<file path="config.mk">
export PLATFORM = sky130hd
export DESIGN_NAME = serial_magnitude_comparator
export DESIGN_NICKNAME = d
export VERILOG_FILES = /design/src/rtl/serial_magnitude_comparator.sv
export SDC_FILE = /design/constraint.sdc
export NUM_CORES = 1
export LEC_CHECK = 0
export CORE_MARGIN = 1
export CORE_UTILIZATION = 54
export DETAILED_ROUTE_END_ITERATION = 10
export DONT_BUFFER_PORTS = 1
export PLACE_DENSITY = 0.73
export SLEW_MARGIN = 10
export SYNTH_ARGS = -nofsm -noshare
export SYNTH_HDL_FRONTEND = slang
export SYNTH_SLANG_ARGS = --single-unit
export TNS_END_PERCENT = 5
</file>
<file path="constraint.sdc">
create_clock -name clk -period 1.8 [get_ports clk]
set_input_delay 0.09 -clock clk [delete_from_list [all_inputs] [get_ports clk]]
set_output_delay 0.09 -clock clk [all_outputs]
set_load 0.005 [all_outputs]
</file>
<file path="src/rtl/serial_magnitude_comparator.sv">
// Bit-serial magnitude comparator: scans one bit pair per cycle MSB-first and
// exits early on the first difference, with unsigned or two's-complement ordering.
module serial_magnitude_comparator #(
  parameter int WIDTH = 8
) (
  input  logic             clk,
  input  logic             rst,
  input  logic             start,
  input  logic [WIDTH-1:0] a,
  input  logic [WIDTH-1:0] b,
  input  logic             signed_mode,
  output logic             busy,
  output logic             done,
  output logic             G,
  output logic             Eq,
  output logic             L
);

  localparam int IDX_W = (WIDTH > 1) ? $clog2(WIDTH) : 1;

  typedef enum logic {
    IDLE,
    SCAN
  } state_t;

  state_t             state_q;
  logic [WIDTH-1:0]   a_q;
  logic [WIDTH-1:0]   b_q;
  logic               signed_q;
  logic [IDX_W-1:0]   idx_q;
  logic               busy_q;
  logic               done_q;
  logic               g_q;
  logic               eq_q;
  logic               l_q;

  logic               bit_a;
  logic               bit_b;
  logic               at_msb;
  logic               a_wins_d;

  assign bit_a  = a_q[idx_q];
  assign bit_b  = b_q[idx_q];
  assign at_msb = (idx_q == IDX_W'(WIDTH - 1));

  // A set sign bit makes a two's-complement operand the smaller one.
  assign a_wins_d = (at_msb && signed_q) ? bit_b : bit_a;

  // NOTE: all state uses non-blocking assignments so every register samples
  // pre-edge values; the operand registers are reset too, keeping the block
  // free of X after reset even though their value is don't-care in IDLE.
  always_ff @(posedge clk) begin
    if (rst) begin
      state_q  <= IDLE;
      a_q      <= '0;
      b_q      <= '0;
      signed_q <= 1'b0;
      idx_q    <= '0;
      busy_q   <= 1'b0;
      done_q   <= 1'b0;
      g_q      <= 1'b0;
      eq_q     <= 1'b0;
      l_q      <= 1'b0;
    end else begin
      done_q <= 1'b0;
      case (state_q)
        IDLE: begin
          if (start) begin
            a_q      <= a;
            b_q      <= b;
            signed_q <= signed_mode;
            idx_q    <= IDX_W'(WIDTH - 1);
            g_q      <= 1'b0;
            eq_q     <= 1'b0;
            l_q      <= 1'b0;
            busy_q   <= 1'b1;
            state_q  <= SCAN;
          end
        end
        SCAN: begin
          if (bit_a != bit_b) begin
            g_q     <= a_wins_d;
            l_q     <= !a_wins_d;
            done_q  <= 1'b1;
            busy_q  <= 1'b0;
            state_q <= IDLE;
          end else if (idx_q == '0) begin
            eq_q    <= 1'b1;
            done_q  <= 1'b1;
            busy_q  <= 1'b0;
            state_q <= IDLE;
          end else begin
            idx_q <= idx_q - IDX_W'(1);
          end
        end
        default: begin
          busy_q  <= 1'b0;
          state_q <= IDLE;
        end
      endcase
    end
  end

  assign busy = busy_q;
  assign done = done_q;
  assign G    = g_q;
  assign Eq   = eq_q;
  assign L    = l_q;

endmodule

</file>
==> run_results.csv, run 1 <==
group,metric,value,unit
floorplanning,start_util,59.0,%
route,vias,975,
layout,area_delta_synth_final,25.5,%
sta,relSlewSlack,39.8,%
hold_path,worstHoldStart,"rst",
layout,layout_commonest_cell,"nand2_1",
yosys,ys_ff_latch,26,
layout,layout-drive-gt1-share,18.0,%
sta,worstMarginPinSlew,0.901,ns
setup_path,slowest_delay,0.55,ns
floorplanning,coreArea,0.00202,sq mm
clock_network,clock-sinks,26,
sta,max_freq,530,MHz
route,via_per_inst,5.51,
route,first_iter_violations,22,
setup_path,critPathSlowestCell,"mux4_2",
placement,port_buffers,0,
floorplanning,die-width,49.0,microns
run_status,status,"finished with violations",
sta,fin_tns_setup,-0.357,ns
hold_path,whs_path_depth,2,
global_route,grt_max_degree,26,
run,max-cap-violations,0,
placement,hpwl,1.66,mm
yosys,synth_area,0.00119,sq mm
global_route,grt_usage,23.2,%
sta,final_max_slew_viol_count,0,
route,first_pass_iters,4,
global_route,grt_overflow,0,
sta,finalHoldViolCount,0,
placement,dpl_cell_area,0.00123,sq mm
clock_network,clk_path_buf_depth,2,
yosys,syn_inst,132,
hold_path,hold_path_class,"input port to flop",
setup_path,cp.required,2.02,ns
floorplanning,die_h,49.0,microns
sta,fin_crit_sh,105,%
layout,diodes,0,
layout,final_cells,177,
sta,skew,0.00498,ns
global_route,first_global_vias,945,
route,drc,0,
setup_path,critPathKind,"flop to flop",
setup_path,timing.rr.start,"idx_q[0]$_SDFFE_PP0P_",
route,wl_per_cell,14.4,microns
floorplanning,die_area,0.00240,sq mm
floorplanning,ios,25,
setup_path,crit_path_end_kind,"flop",
yosys,synth.avg_cell_area,9.04,sq um
placement,place_inst,155,
yosys,yosys.cell_types.count,31,
setup_path,reg2reg_to,"idx_q[1]$_SDFFE_PP0P_",
power_and_ir_drop,vdd_ir_drop_max,0.567,mV
global_route,antenna_found_initial,0,
yosys,syn_nets,155,
power_and_ir_drop,cellPowerDensity,840,mW/mm^2
clock_network,clk_pin_slew_worst_paths,0.13,ns
setup_path,reg2reg_slack,-0.09,ns
sta,setup_slack,-0.0860,ns
placement,pre_cts_ws,-0.119,ns
layout,seq_area,524,sq um
global_route,grt_first_pass_wirelength,4.20,mm
layout,nFillCells,147,
clock_network,cts_tree,"done",
floorplanning,placementRows,16,
setup_path,reg2reg_depth,5,
sta,setup_viol,7,
setup_path,worstSetupStartpointType,"flop",
clock_network,h-tree-depth,1,
hold_path,holdPathEnd,"idx_q[1]$_SDFFE_PP0P_",
layout,fin_area,0.00150,sq mm
power_and_ir_drop,p_leak,0.576,nW
clock_network,clk-insertion-delay-late,0.31,ns
setup_path,crit_arrival,2.10,ns
clock_network,cts_made_buffers,3,
placement,gp_congestion,0.815,
sta,min_period,1.89,ns
layout,multiInputGateArea,673,sq um
clock_network,cts_root_buffer,"clkbuf_4",
route,antenna_left,0,
route,routed_wl,2.55,mm
yosys,synth_seq_area_share,43.6,%
setup_path,critical_path.max_fanout,5,
yosys,yosys_warnings,0,
setup_path,cp_cell_sequence,"mux4_2 > mux2i_4 > xnor2_2 > nand2_2 > mux2_4",
layout,final_cell_mix,"nand2_1, dfxtp_1, a21oi_1, dlygate4sd3_1, buf_4",
sta,rsz0062_at_grt,"true",
layout,nNetsFinal,175,
run_status,violations,"negative setup slack",
[cell usage after synthesis]
library cell / number / share of area (%)
ha_1: 3 / 3.1
dfxtp_1: 26 / 44
a21o_1: 1 / 0.63
nand3_1: 1 / 0.42
mux2i_4: 2 / 3.8
a21oi_2: 1 / 0.73
mux4_2: 4 / 7.5
o211a_1: 1 / 0.84
xor2_1: 1 / 0.73
nor2b_1: 3 / 1.6
a21oi_1: 21 / 8.8
mux4_1: 1 / 2.2
and3_1: 1 / 0.52
mux2_1: 1 / 0.94
buf_2: 2 / 0.84
a31o_1: 1 / 0.73
and2_1: 1 / 0.52
clkbuf_1: 6 / 1.9
a41o_1: 1 / 0.84
nand2_1: 38 / 12
xnor2_1: 1 / 0.73
nand2b_1: 1 / 0.52
buf_6: 1 / 0.94
nor2_1: 5 / 1.6
nand4b_1: 1 / 0.73
inv_1: 2 / 0.63
a31oi_1: 1 / 0.52
o21ai_1: 1 / 0.42
o2111ai_1: 1 / 0.73
nor3b_1: 1 / 0.63
buf_1: 1 / 0.31
[area by class of cell]
cell class	count	area share [%]
well taps	27	2.26
repair buffers	25	15.8
flip-flops and latches	26	35.0
inverters	2	0.501
multi-input cells	94	44.9
clock buffers	3	1.50
[repair_timing]
action	4_1_cts	5_1_grt
cloned	0	0
buffers inserted	1	0
hold buffers	18	0
gates resized for setup	4	6
pin swaps	5	3
setup endpoints to repair	6	9
endpoints found under the hold margin	25	0
[logic make-up after synthesis]
family,Yosys count,share of synthesized area [%]
mux,8,14.5
xor+xnor,2,1.47
compound gates,29,14.3
fa+ha+maj,3,3.14
flops,26,43.6
simple gates,52,18.5
buf+inv,12,4.61
[metrics by stage]
stage	hold slack, ns	util (%)	power [W]
finish	0.0285	74.1	0.00126
global route	0.0445	74.1	0.00133
global placement	0.162	61.0	0.000938
floorplan	0.226	-	0.000893
CTS	0.0216	72.2	0.00124
detailed placement	0.165	61.0	0.000952
[power breakdown]
part           switching [W]  leakage (nW)  internal, W
Clock               0.000159        0.0138    0.0000782
Sequential         0.0000436         0.214     0.000625
Combinational       0.000173         0.348     0.000180
Total               0.000375         0.576     0.000883
[routing by layer]
layer | wire, microns | track usage (%) | part of all wire [%]
met2 | 1380 | 43.3 | 54
met4 | 31 | 7.35 | 1.2
met5 | 0 | 0 | 0
met1 | 1050 | 27.3 | 41
met3 | 79 | 2.80 | 3.1
[worst max-delay path, delay by kind of cell, from the launching register on]
family	cells	cell delay [ns]
DFF	1	0.41
xor gates and xnor gates	1	0.17
muxes	3	1.10
and+or+nand+nor	1	0.11
[flip-flops by register name (all words and copies together) (netlist names)]
register	count
a_q	8
b_q	8
idx_q	3
Eq	1
G	1
L	1
busy	1
done	1
signed_q	1
state_q	1
[worst max path at each step]
stage | endpoint | from | cells after the start | slack (ns)
final | idx_q[1]$_SDFFE_PP0P_ | idx_q[0]$_SDFFE_PP0P_ | 5 | -0.09
after global routing | L$_SDFFE_PP0P_ | idx_q[0]$_SDFFE_PP0P_ | 5 | -0.16
after CTS | idx_q[1]$_SDFFE_PP0P_ | idx_q[0]$_SDFFE_PP0P_ | 5 | -0.08
after detailed placement | G$_SDFFE_PP0P_ | idx_q[0]$_SDFFE_PP0P_ | 5 | -0.12
after global placement | idx_q[1]$_SDFFE_PP0P_ | idx_q[0]$_SDFFE_PP0P_ | 5 | -0.05
after floorplan | idx_q[1]$_SDFFE_PP0P_ | idx_q[0]$_SDFFE_PP0P_ | 6 | -0.08
No activity file was read; power rests on OpenSTA's default activity.
==> run 2: changes to the inputs <==
--- a/config.mk
+++ b/config.mk
@@ -10,8 +10,9 @@
 export DETAILED_ROUTE_END_ITERATION = 10
 export DONT_BUFFER_PORTS = 1
 export PLACE_DENSITY = 0.73
+export RECOVER_POWER = 100
 export SLEW_MARGIN = 10
 export SYNTH_ARGS = -nofsm -noshare
 export SYNTH_HDL_FRONTEND = slang
 export SYNTH_SLANG_ARGS = --single-unit
-export TNS_END_PERCENT = 5
+export TNS_END_PERCENT = 100
==> run 2 against run 1 <==
  * The flow still finishes with violations (negative setup slack)
  * Non-clock buffer count up 2
  * Worst setup slack worse by 0.0056 ns
  * Largest power group unchanged
  * Cell area up 1.6%
  * Register-to-register slack about the same
  * Clock power about the same
  * Sequential share of layout area down 0.46 points
==> run_results.csv, run 2 (same netlist as run 1, synthesis figures left out) <==
group,metric,value,unit
layout,area_delta_synth_final,27.5,%
route,drc,0,
power_and_ir_drop,vdd_ir_drop_max,0.569,mV
layout,layout_commonest_cell,"nand2_1",
layout,diodes,0,
power_and_ir_drop,cellPowerDensity,836,mW/mm^2
power_and_ir_drop,p_leak,0.596,nW
layout,top_regs,"a_q: 8 flops, b_q: 8 flops, idx_q: 3 flops",
clock_network,cts_tree,"done",
route,route.met3.wl,109,microns
route,first_pass_iters,4,
sta,whs,0.0311,ns
floorplanning,start_util,59.0,%
route,antenna_left,0,
route,met2_length,1.42,mm
global_route,grt_usage,22.2,%
clock_network,clk_path_buf_depth,2,
clock_network,clock-sinks,26,
sta,fin_crit_sh,105,%
route,routed_wl,2.65,mm
run_status,violations,"negative setup slack",
global_route,first_global_vias,922,
global_route,grt_max_degree,28,
layout,final_cell_mix,"nand2_1, dfxtp_1, a21oi_1, dlygate4sd3_1, buf_4",
floorplanning,die-width,49.0,microns
sta,finalHoldViolCount,0,
hold_path,hold_path_class,"input port to flop",
setup_path,crit_arrival,2.11,ns
setup_path,critPathKind,"flop to flop",
clock_network,h-tree-depth,1,
route,via_per_inst,5.49,
sta,min_period,1.89,ns
setup_path,cp.required,2.02,ns
hold_path,worstHoldStart,"rst",
run_status,status,"finished with violations",
global_route,antenna_found_initial,0,
route,dr.max_layer_used,"met4",
floorplanning,coreArea,0.00202,sq mm
clock_network,cts_made_buffers,3,
sta,rsz0062_at_grt,"true",
floorplanning,die_h,49.0,microns
layout,layout-drive-gt1-share,20.4,%
route,wl_per_cell,14.8,microns
setup_path,timing.rr.start,"idx_q[0]$_SDFFE_PP0P_",
clock_network,clk-insertion-delay-late,0.31,ns
sta,setup_viol,7,
floorplanning,ios,25,
route,vias,982,
route,wl_met1,1.09,mm
setup_path,worstSetupStartpoint,"idx_q[0]$_SDFFE_PP0P_",
sta,final_max_slew_viol_count,0,
setup_path,worstSetupStartpointType,"flop",
setup_path,crit_path_end_kind,"flop",
floorplanning,placementRows,16,
run,max-cap-violations,0,
global_route,grt_overflow,0,
placement,gp_congestion,0.815,
sta,max_freq,529,MHz
placement,port_buffers,0,
clock_network,cts_root_buffer,"clkbuf_4",
power_and_ir_drop,fin_total_pwr,0.00127,W
sta,setup_slack,-0.0916,ns
layout,finish.utilization,75.2,%
setup_path,critical_path.max_fanout,5,
route,first_iter_violations,20,
sta,worstMarginPinSlew,0.782,ns
clock_network,clk_pin_slew_worst_paths,0.13,ns
floorplanning,die_area,0.00240,sq mm
global_route,grt_first_pass_wirelength,4.02,mm
layout,nNetsFinal,177,
sta,skew,0.00415,ns
sta,relSlewSlack,47.7,%
placement,hpwl,1.66,mm
[run 2: cell count changes in the layout (fill, tap and decap cells not counted), sizes merged]
cell	change
buf	+1
dlygate4sd3	+1
[run 2: metrics by stage]
step | cells | setup TNS, ns | worst slack [ns] | area, sq um
floorplan | 132 | -0.0902 | -0.0765 | 1200
global placement | 155 | -0.135 | -0.0452 | 1230
detailed placement | 155 | -0.464 | -0.119 | 1230
CTS | 164 | -0.313 | -0.0752 | 1330
global route | 179 | -0.914 | -0.152 | 1520
finish | 179 | -0.381 | -0.0916 | 1520
[run 2: final timing paths]
kind	end	slack (ns)	cells past startpoint
max reg2reg	idx_q[1]$_SDFFE_PP0P_	-0.09	5
min reg2reg	b_q[3]$_SDFFE_PP0P_	0.47	2
min	idx_q[1]$_SDFFE_PP0P_	0.03	2
max	idx_q[1]$_SDFFE_PP0P_	-0.09	5
[run 2: area by class of cell]
| cell class | instances | area [sq um] |
|---|---|---|
| Multi-Input combinational cell | 94 | 678 |
| Sequential cell | 26 | 526 |
| Fill cell | 145 | 500 |
| Timing Repair Buffer | 27 | 254 |
| Tap cell | 27 | 33.8 |
| Clock buffer | 3 | 22.5 |
| Inverter | 2 | 7.51 |
[run 2: report_power, final]
part / total [W] / internal, W / switching (W)
Clock: 0.000237 / 0.0000781 / 0.000159
Sequential: 0.000670 / 0.000625 / 0.0000445
Combinational: 0.000364 / 0.000189 / 0.000175
Total: 0.00127 / 0.000892 / 0.000379
[run 2: worst max-delay path, cell delays in order, from the launching register on]
cell and delay (ns):
dfxtp_4 0.42, mux4_2 0.55, mux2i_4 0.24, xnor2_2 0.18, nand2_2 0.11, mux2_4 0.31
[run 2: timing repair]
action                                 4_1_cts  5_1_grt
buffers inserted                             1        1
hold buffers                                 5       14
gates cloned                                 0        0
setup endpoints to repair                    6       12
pin swaps                                    6        3
endpoints found under the hold margin       25       20
resized for setup                            5        8
[run 2: metal layers]
metal  vias to the layer above  global-route usage, %
li1                        487                      -
met5                         -                      0
met2                        25                   40.0
met4                         0                   7.35
met3                         2                   2.80
met1                       468                   27.1
